===== config.mk =====
export PLATFORM = sky130hd
export DESIGN_NAME = run_toggle_ctrl
export DESIGN_NICKNAME = d
export VERILOG_FILES = /design/src/rtl/run_toggle_ctrl.sv
export SDC_FILE = /design/constraint.sdc
export NUM_CORES = 1
export LEC_CHECK = 0
export ABC_AREA = 1
export CAP_MARGIN = 10
export CORE_UTILIZATION = 40
export CTS_CLUSTER_DIAMETER = 30
export DETAILED_ROUTE_END_ITERATION = 10
export PLACE_DENSITY = 0.56
export SYNTH_ARGS = -nofsm -noshare
export SYNTH_HDL_FRONTEND = slang
export SYNTH_SLANG_ARGS = --single-unit

===== constraint.sdc =====
create_clock -name clk -period 5.2 [get_ports clk]
set_input_delay 1.04 -clock clk [delete_from_list [all_inputs] [get_ports clk]]
set_output_delay 1.04 -clock clk [all_outputs]
set_load 0.02 [all_outputs]

===== src/rtl/run_toggle_ctrl.sv =====
// Run/pause controller: synchronises and debounces one pushbutton and
// toggles the run enable of the downstream pattern generator once per
// accepted press. Release is debounced too but never toggles.
module run_toggle_ctrl #(
  parameter int unsigned DB_N    = 21,
  parameter bit          EN_INIT = 1'b1
) (
  input  logic clk,
  input  logic reset,
  input  logic btn_run,
  output logic en,
  output logic run_tick,
  output logic db_level
);

  typedef enum logic [1:0] {
    ZERO  = 2'd0,
    WAIT1 = 2'd1,
    ONE   = 2'd2,
    WAIT0 = 2'd3
  } db_state_t;

  localparam logic [DB_N-1:0] CNT_LOAD = {DB_N{1'b1}};

  logic            sync_q1;
  logic            btn_s;
  db_state_t       state, state_nxt;
  logic [DB_N-1:0] cnt, cnt_nxt;
  logic            en_nxt, tick_nxt, db_nxt;

  // Two-flop synchroniser; the only path from the raw button.
  always_ff @(posedge clk or posedge reset) begin
    if (reset) begin
      sync_q1 <= 1'b0;
      btn_s   <= 1'b0;
    end else begin
      sync_q1 <= btn_run;
      btn_s   <= sync_q1;
    end
  end

  // State, window counter and all outputs are registered together.
  always_ff @(posedge clk or posedge reset) begin
    if (reset) begin
      state    <= ZERO;
      cnt      <= '0;
      en       <= EN_INIT;
      run_tick <= 1'b0;
      db_level <= 1'b0;
    end else begin
      state    <= state_nxt;
      cnt      <= cnt_nxt;
      en       <= en_nxt;
      run_tick <= tick_nxt;
      db_level <= db_nxt;
    end
  end

  // Next state: any level change inside a window aborts it; cnt==0 is
  // tested before decrement so the counter never wraps.
  always_comb begin
    state_nxt = state;
    cnt_nxt   = cnt;
    unique case (state)
      ZERO: begin
        if (btn_s) begin
          state_nxt = WAIT1;
          cnt_nxt   = CNT_LOAD;
        end
      end
      WAIT1: begin
        if (!btn_s)           state_nxt = ZERO;
        else if (cnt != '0)   cnt_nxt   = cnt - 1'b1;
        else                  state_nxt = ONE;
      end
      ONE: begin
        if (!btn_s) begin
          state_nxt = WAIT0;
          cnt_nxt   = CNT_LOAD;
        end
      end
      WAIT0: begin
        if (btn_s)            state_nxt = ONE;
        else if (cnt != '0)   cnt_nxt   = cnt - 1'b1;
        else                  state_nxt = ZERO;
      end
      default: state_nxt = ZERO;
    endcase
  end

  // Outputs: tick and toggle only on a completed press window; the
  // debounced level follows the state being entered.
  always_comb begin
    tick_nxt = (state == WAIT1) && btn_s && (cnt == '0);
    en_nxt   = tick_nxt ? ~en : en;
    db_nxt   = (state_nxt == ONE) || (state_nxt == WAIT0);
  end

endmodule

==> results.py, run 1 <==
metrics = {
    "status": {
        "status": "complete, no violations",
    },
    "clock_network": {
        "cts_root_buf": "clkbuf_8",
        "h-tree-depth": 1,
        "cts_tree": "done",
        "cts_sinks": 28,
        "ctsResizeCount": 0,
        "cts_buffers": 3,
        "path_clk_slew_ns": 0.10,
        "post-cts-setup-buffers": 0,
        "hold_buffers": 0,
        "cts_max_path_buffers": 2,
        "clock_latency_ns": 0.27,
    },
    "setup_path": {
        "critPathSlowestCell": "clkdlybuf4s50_1",
        "r2r-end": "cnt[0]$_DFFE_PP0P_",
        "r2r-start": "cnt[0]$_DFFE_PP0P_",
        "reg2reg_slack_ns": 3.32,
        "path_delay_family": "buffers and inverters",
        "reg2reg_depth": 9,
        "cp.buffers_inverters": 1,
        "start_kind": "register",
        "slowest_delay_ns": 0.59,
        "worstPathCellList": "clkdlybuf4s50_1",
        "cp-startpoint": "en$_DFFE_PP1P_",
        "end_kind": "output port",
        "critPathKind": "register to output port",
        "cp_max_fo": 3,
        "worstPathArrival_ns": 1.41,
        "required_ns": 4.16,
    },
    "detailed_routing": {
        "vias_per_cell": 4.794,
        "vias": 1352,
        "ant_nets": 0,
        "wl_per_cell_um": 11.68,
        "drtPass1Iterations": 4,
        "drt_wl_total_um": 3293,
        "drt_iter0_markers": 87,
        "drc": 0,
    },
    "pwr": {
        "internal-power_uw": 358.5,
        "p_leak_nw": 0.8196,
        "clockPowerShare": 0.355,
        "comb_power_share": 0.130,
        "p_seq_frac": 0.516,
        "power_uw": 486.2,
        "vdd_drop_max_v": 0.0001213,
        "swShare": 0.2626,
        "p_per_area_nw_per_um2": 266.3,
        "p_switching_uw": 127.7,
    },
    "final_layout": {
        "drive_above_1_share": 0.1121,
        "nets": 237,
        "num-fill-cells": 399,
        "multi_input_area_um2": 823.3,
        "seq_area_um2": 701.9,
        "areaGrowthSynthToFinish_pct": 9.864,
        "antenna_cells": 0,
        "fin_area_um2": 1826,
    },
    "yosys": {
        "syn_inst": 226,
        "ys_types": 27,
        "seq_area_frac_synth": 0.4224,
        "ys_ff_latch": 28,
        "yosysWarnings": 0,
        "synthesis.nets": 230,
        "avgSynthCellArea_um2": 7.352,
        "synth_area_um2": 1662,
    },
    "min_path": {
        "min_to": "btn_s$_DFF_PP0_",
        "holdPathStages": 0,
        "hold_class": "register to register",
        "min-delay-start": "sync_q1$_DFF_PP0_",
    },
    "timing": {
        "drv_slew": 0,
        "setup_tns_ns": 0,
        "fin_crit_sh": 0.4720,
        "fmax_mhz": 407.5,
        "finClkSkew_ns": 0.003797,
        "hold_violations": 0,
        "min_period_ns": 2.454,
        "max-slew-margin-rel": 0.5971,
        "fin_ws_ns": 2.746,
        "setup_viol": 0,
        "worst_pin_slew_ns": 0.6036,
        "grt_setup_unrepaired": "false",
    },
    "die": {
        "die_y_um": 66.45,
        "core_area_um2": 4000,
        "start_util": 0.4154,
        "die_w_um": 66.45,
        "io_pins": 6,
        "rows": 23,
        "die_area_um2": 4416,
    },
    "global_route": {
        "grtUsageTotal": 0.1819,
        "overflow": 0,
        "grt_pass1_vias": 1306,
        "grt_pass1_wl_um": 6051,
        "antenna_found_initial": 0,
        "grt_max_degree": 30,
    },
    "placement": {
        "routabilityCongestion": 0.7601,
        "place_hpwl_um": 2381,
        "placedInstanceArea_um2": 1739,
        "place_ws_ns": 2.845,
        "io_buffers": 5,
    },
    "run": {
        "timing.max_cap.violations": 0,
    },
}
-- registers in the layout, indices dropped and copies added (netlist names) --
name      flops
run_tick      1
state         2
cnt          21
sync_q1       1
db_level      1
btn_s         1
en            1
-- layout by cell type (no fill, tap or decap), types with 2 or more instances in the layout --
cell type	n
clkbuf_8	3
clkdlybuf4s50_1	5
dfrtp_1	27
inv_1	26
nand2_1	65
nand2_2	2
nand3_1	25
nand4_1	5
nor2_1	26
nor2_2	6
nor2_4	2
nor3_1	4
o21ai_0	6
o21ai_1	11
o21ai_2	5
xor2_1	3
-- kinds of logic after synthesis --
family / share of synthesized area
AOI/OAI and AO/OA: 0.07756
xor gates and xnor gates: 0.02561
adders and majority gates: 0.007529
buffers and inverters: 0.08207
DFF: 0.4224
and+or+nand+nor: 0.3848
-- synth_stat cells --
cell	instances	area [um2]
dfrtp_1	27	675.7
nor3_1	4	20.02
nor2_2	6	37.54
inv_2	1	3.750
dfstp_2	1	26.28
nand3b_1	1	7.510
nand2_1	65	244.0
xor2_1	3	26.28
nand4_1	5	31.28
buf_2	1	5.000
buf_6	1	11.26
xor2_2	1	16.27
nand2_4	1	11.26
ha_1	1	12.51
nand3_4	1	17.52
nand3_1	25	125.1
o21ai_2	5	43.79
nor2_1	26	97.59
o21ai_0	6	30.03
o21ai_1	11	55.05
and2_1	1	6.260
clkbuf_1	1	3.750
inv_1	26	97.59
or2_2	1	6.260
nor2_4	2	22.52
buf_8	1	15.01
nand2_2	2	12.51
-- worst max-delay path by stage --
stage | to | cells past startpoint | slack [ns]
2_1_floorplan | cnt[5]$_DFFE_PP0P_ | 11 | 3.57
3_3_place_gp | cnt[9]$_DFFE_PP0P_ | 2 | 2.84
3_5_place_dp | cnt[13]$_DFFE_PP0P_ | 2 | 2.85
4_1_cts | en | 1 | 2.73
5_1_grt | en | 1 | 2.71
6_report | en | 1 | 2.75
-- per-layer routing --
layer  wire length (um)  vias to the layer above  global-route usage
li1                   -                      732                   -
met1               1709                      606              0.2606
met2               1473                       12              0.2870
met3                 82                        2             0.01541
met4                 27                        0             0.06383
met5                  0                        -                   0
-- power by group through the flow --
| stage | Sequential [mW] | Clock (mW) | Combinational [mW] |
|---|---|---|---|
| 2_1_floorplan | 0.249 | 0 | 0.0543 |
| 3_3_place_gp | 0.255 | 0 | 0.0615 |
| 3_5_place_dp | 0.255 | 0 | 0.0620 |
| 4_1_cts | 0.251 | 0.178 | 0.0624 |
| 5_1_grt | 0.254 | 0.184 | 0.0751 |
| 6_report | 0.251 | 0.173 | 0.0630 |
-- cell type report --
type | count | share of cell area
Sequential cell | 28 | 0.3845
Clock inverter | 1 | 0.01645
Inverter | 27 | 0.05552
Multi-Input combinational cell | 167 | 0.4510
Clock buffer | 3 | 0.02262
Tap cell | 50 | 0.03427
Timing Repair Buffer | 6 | 0.03564
-- through the flow --
| step | std cells | utilization | hold slack, ns |
|---|---|---|---|
| 2_1_floorplan | 226 | - | 0.3312 |
| 5_1_grt | 282 | 0.4564 | 0.3693 |
| 6_report | 282 | 0.4564 | 0.3557 |
| 3_3_place_gp | 277 | 0.4348 | 0.3318 |
| 3_5_place_dp | 277 | 0.4348 | 0.3356 |
| 4_1_cts | 281 | 0.4526 | 0.3601 |
Note: power is estimated with default switching activity, not from simulation.
==> run 2: changes to the inputs <==
--- a/config.mk
+++ b/config.mk
@@ -10,7 +10,7 @@
 export CORE_UTILIZATION = 40
 export CTS_CLUSTER_DIAMETER = 30
 export DETAILED_ROUTE_END_ITERATION = 10
-export PLACE_DENSITY = 0.56
+export PLACE_DENSITY = 0.58
 export SYNTH_ARGS = -nofsm -noshare
 export SYNTH_HDL_FRONTEND = slang
 export SYNTH_SLANG_ARGS = --single-unit
==> constraint.sdc (replaced) <==
create_clock -name clk -period 2.2 [get_ports clk]
set_input_delay 0.44 -clock clk [delete_from_list [all_inputs] [get_ports clk]]
set_output_delay 0.44 -clock clk [all_outputs]
set_load 0.02 [all_outputs]
==> results.py, run 2 (same netlist as run 1, synthesis figures left out) <==
metrics = {
    "status": {
        "status": "complete, no violations",
    },
    "die": {
        "die_w_um": 66.45,
        "die_y_um": 66.45,
        "core_area_um2": 4000,
        "start_util": 0.4154,
        "die_area_um2": 4416,
        "io_pins": 6,
        "rows": 23,
    },
    "placement": {
        "placedInstanceArea_um2": 1782,
        "place_hpwl_um": 2431,
        "routabilityCongestion": 0.8799,
        "io_buffers": 5,
    },
    "final_layout": {
        "final_common_cell": "nand2_1",
        "areaGrowthSynthToFinish_pct": 9.940,
        "antenna_cells": 0,
        "num-fill-cells": 399,
        "nets": 240,
        "multi_input_area_um2": 823.3,
        "seq_area_um2": 701.9,
        "largest_reg_flops": 21,
        "final_cell_mix": "nand2_1, dfrtp_1, inv_1, nor2_1, nand3_1",
        "largestRegisters": "cnt: 21 flops, state: 2 flops",
        "drive_above_1_share": 0.1191,
        "fin_area_um2": 1827,
        "regMostFlops": "cnt",
    },
    "timing": {
        "worst_pin_slew_ns": 0.5656,
        "fin_crit_sh": 0.8411,
        "hold_violations": 0,
        "setup_tns_ns": 0,
        "fmax_mhz": 540.4,
        "max-slew-margin-rel": 0.6225,
        "grt_setup_unrepaired": "false",
        "min_period_ns": 1.851,
        "drv_slew": 0,
        "setup_viol": 0,
        "finClkSkew_ns": 0.01021,
    },
    "setup_path": {
        "critPathSlowestCell": "clkdlybuf4s50_1",
        "worstPathCellList": "clkdlybuf4s50_1",
        "cp.buffers_inverters": 1,
        "slowest_delay_ns": 0.59,
        "required_ns": 1.76,
        "cp_max_fo": 3,
        "end_kind": "output port",
        "path_delay_family": "buffers and inverters",
        "worstPathArrival_ns": 1.41,
        "reg2reg_depth": 9,
        "worst-path-stages": 1,
        "critPathKind": "register to output port",
        "start_kind": "register",
    },
    "detailed_routing": {
        "drt_wl_total_um": 3216,
        "drtPass1Iterations": 4,
        "vias_per_cell": 4.832,
        "wl_per_cell_um": 11.28,
        "vias": 1377,
        "drc": 0,
        "drt_iter0_markers": 61,
        "ant_nets": 0,
    },
    "min_path": {
        "hold_class": "register to register",
        "holdPathStages": 0,
    },
    "clock_network": {
        "hold_buffers": 0,
        "ctsResizeCount": 0,
        "cts_buffers": 3,
        "post-cts-setup-buffers": 0,
        "h-tree-depth": 1,
        "cts_max_path_buffers": 2,
        "cts_sinks": 28,
        "clock_latency_ns": 0.28,
        "cts_tree": "done",
        "cts_root_buf": "clkbuf_8",
        "path_clk_slew_ns": 0.09,
    },
    "global_route": {
        "grt_max_degree": 30,
        "grt_pass1_vias": 1305,
        "overflow": 0,
        "grt_pass1_wl_um": 5878,
        "antenna_found_initial": 0,
        "grtUsageTotal": 0.1801,
    },
    "pwr": {
        "p_leak_nw": 0.8237,
        "vdd_drop_max_v": 0.0003145,
        "p_per_area_nw_per_um2": 564.5,
    },
    "run": {
        "timing.max_cap.violations": 0,
    },
}
-- run 2: path summary, 6_finish.rpt --
path,from,end,slack [ns]
max,en$_DFFE_PP1P_,en,0.35
min,sync_q1$_DFF_PP0_,btn_s$_DFF_PP0_,0.36
max reg2reg,cnt[0]$_DFFE_PP0P_,cnt[0]$_DFFE_PP0P_,0.37
min reg2reg,sync_q1$_DFF_PP0_,btn_s$_DFF_PP0_,0.36
max in group asynchronous,reset,state[0]$_DFF_PP0_,1.22
min in group asynchronous,reset,sync_q1$_DFF_PP0_,0.51
-- run 2: layout make-up --
class / instances / share of cell area
Timing Repair Buffer: 9 / 0.05068
Multi-Input combinational cell: 167 / 0.4507
Clock buffer: 4 / 0.02466
Sequential cell: 28 / 0.3842
Tap cell: 50 / 0.03425
Inverter: 27 / 0.05548
-- run 2: per-layer routing --
metal  vias up  routed length (um)  global-route usage
met2        19                1402              0.2640
met1       621                1661              0.2578
met5         -                   0                   0
li1        733                   -                   -
met3         4                  88             0.02568
met4         0                  64             0.08777
-- run 2: metrics by stage --
step | setup WS [ns] | std cells | hold WS (ns) | utilization | power, mW
6_report | 0.3495 | 285 | 0.3622 | 0.4567 | 1.031
2_1_floorplan | 0.5661 | 226 | 0.3312 | - | 0.7170
3_3_place_gp | 0.4351 | 281 | 0.3364 | 0.4454 | 0.7553
5_1_grt | 0.1967 | 285 | 0.3757 | 0.4567 | 1.102
3_5_place_dp | 0.3812 | 281 | 0.3459 | 0.4454 | 0.7556
4_1_cts | 0.3342 | 285 | 0.3672 | 0.4567 | 1.052
-- run 2: power breakdown --
group | switching, mW | internal, mW | total [mW] | leakage, nW
Combinational | 0.0980 | 0.0579 | 0.156 | 0.490
Sequential | 0.0390 | 0.549 | 0.588 | 0.311
Clock | 0.157 | 0.130 | 0.287 | 0.0228
==> run 3: changes to the inputs <==
==> constraint.sdc (replaced) <==
create_clock -name clk -period 1.6 [get_ports clk]
set_input_delay 0.32 -clock clk [delete_from_list [all_inputs] [get_ports clk]]
set_output_delay 0.32 -clock clk [all_outputs]
set_load 0.02 [all_outputs]
==> results.py, run 3 (same netlist as run 1, synthesis figures left out) <==
metrics = {
    "clock_network": {
        "cts_root_buf": "clkbuf_8",
        "hold_buffers": 0,
        "path_clk_slew_ns": 0.10,
        "cts_max_path_buffers": 2,
        "post-cts-setup-buffers": 0,
        "cts_buffers": 3,
        "ctsResizeCount": 2,
        "cts_sinks": 28,
        "h-tree-depth": 1,
        "cts_tree": "done",
        "clock_latency_ns": 0.28,
    },
    "die": {
        "start_util": 0.4154,
        "die_y_um": 66.45,
        "io_pins": 6,
        "die_area_um2": 4416,
        "die_w_um": 66.45,
        "rows": 23,
        "core_area_um2": 4000,
    },
    "detailed_routing": {
        "drtPass1Iterations": 4,
        "drt_wl_total_um": 3680,
        "drt_iter0_markers": 77,
        "ant_nets": 0,
        "drc": 0,
        "wl_per_cell_um": 12.31,
        "vias_per_cell": 4.880,
        "vias": 1459,
    },
    "setup_path": {
        "slowest_delay_ns": 0.60,
        "cp_max_fo": 1,
        "cp-startpoint": "run_tick$_DFF_PP0_",
        "cp.buffers_inverters": 1,
        "critPathSlowestCell": "clkdlybuf4s50_1",
        "end_kind": "output port",
        "path_delay_family": "buffers and inverters",
        "start_kind": "register",
        "critPathKind": "register to output port",
        "r2r-start": "cnt[1]$_DFFE_PP0P_",
        "required_ns": 1.28,
        "worstPathCellList": "clkdlybuf4s50_1",
        "worstPathArrival_ns": 1.22,
    },
    "timing": {
        "setup_tns_ns": 0,
        "worst_pin_slew_ns": 0.3792,
        "min_period_ns": 1.539,
        "whs_ns": 0.2805,
        "fin_crit_sh": 0.9618,
        "setup_viol": 0,
        "finClkSkew_ns": 0.002386,
        "fmax_mhz": 649.8,
        "grt_setup_unrepaired": "false",
        "max-slew-margin-rel": 0.7469,
        "drv_slew": 0,
        "hold_violations": 0,
    },
    "global_route": {
        "overflow": 0,
        "grt_pass1_vias": 1369,
        "grt_max_degree": 30,
        "grtUsageTotal": 0.1899,
        "grt_pass1_wl_um": 6272,
        "antenna_found_initial": 0,
    },
    "final_layout": {
        "antenna_cells": 0,
        "nets": 254,
        "final_common_cell": "nand2_1",
        "areaGrowthSynthToFinish_pct": 18.75,
        "drive_above_1_share": 0.2008,
        "largestRegisters": "cnt: 21 flops, state: 2 flops",
        "final_cell_mix": "nand2_1, dfrtp_1, nand3_1",
        "largest_reg_flops": 21,
        "regMostFlops": "cnt",
    },
    "pwr": {
        "p_leak_nw": 0.9013,
        "vdd_drop_max_v": 0.0004184,
        "p_per_area_nw_per_um2": 773.1,
    },
    "placement": {
        "place_hpwl_um": 2687,
        "routabilityCongestion": 0.7884,
        "io_buffers": 5,
    },
    "status": {
        "status": "complete, no violations",
    },
    "run": {
        "timing.max_cap.violations": 0,
    },
    "min_path": {
        "hold_class": "primary input to async pin",
    },
}
## run 3: metal layers
layer / part of all wire / routed length, um / GRT usage / vias to the layer above
met5: 0 / 0 / 0 / -
met4: 0.013 / 47 / 0.05585 / 0
met2: 0.46 / 1699 / 0.3125 / 15
met1: 0.51 / 1869 / 0.2615 / 675
li1: - / - / - / 764
met3: 0.017 / 63 / 0.02055 / 5
## run 3: final cells by class
type	instances	area, um2
fillers	399	2027
multi-input cells	167	853.3
flip-flops and latches	28	701.9
repair buffers	23	196.4
inverters	27	103.9
well taps	50	62.56
clock buffers	4	55.05
## run 3: stage by stage
stage | cells | total power [mW] | worst slack [ns] | utilization | cell area [um2]
floorplan | 226 | 0.9928 | 0.02237 | - | 1674
global placement | 295 | 1.074 | 0.03304 | 0.4748 | 1899
detailed placement | 295 | 1.079 | -0.01184 | 0.4748 | 1899
CTS | 299 | 1.534 | 0.05409 | 0.4889 | 1956
global route | 299 | 1.602 | 0.007501 | 0.4933 | 1973
finish | 299 | 1.525 | 0.06116 | 0.4933 | 1973
## run 3: report_power, final
part / internal, mW / switching, mW
sequential: 0.756 / 0.0502
combinational: 0.107 / 0.154
clock: 0.221 / 0.237
## run 3: path summary, 6_finish.rpt
kind,slack (ns),depth (start not counted),endpoint
max,0.06,1,run_tick
min,0.28,2,sync_q1$_DFF_PP0_
max reg2reg,0.11,8,state[1]$_DFF_PP0_
min reg2reg,0.36,0,btn_s$_DFF_PP0_
max in group asynchronous,0.90,3,cnt[8]$_DFFE_PP0P_
min in group clk,0.36,0,btn_s$_DFF_PP0_
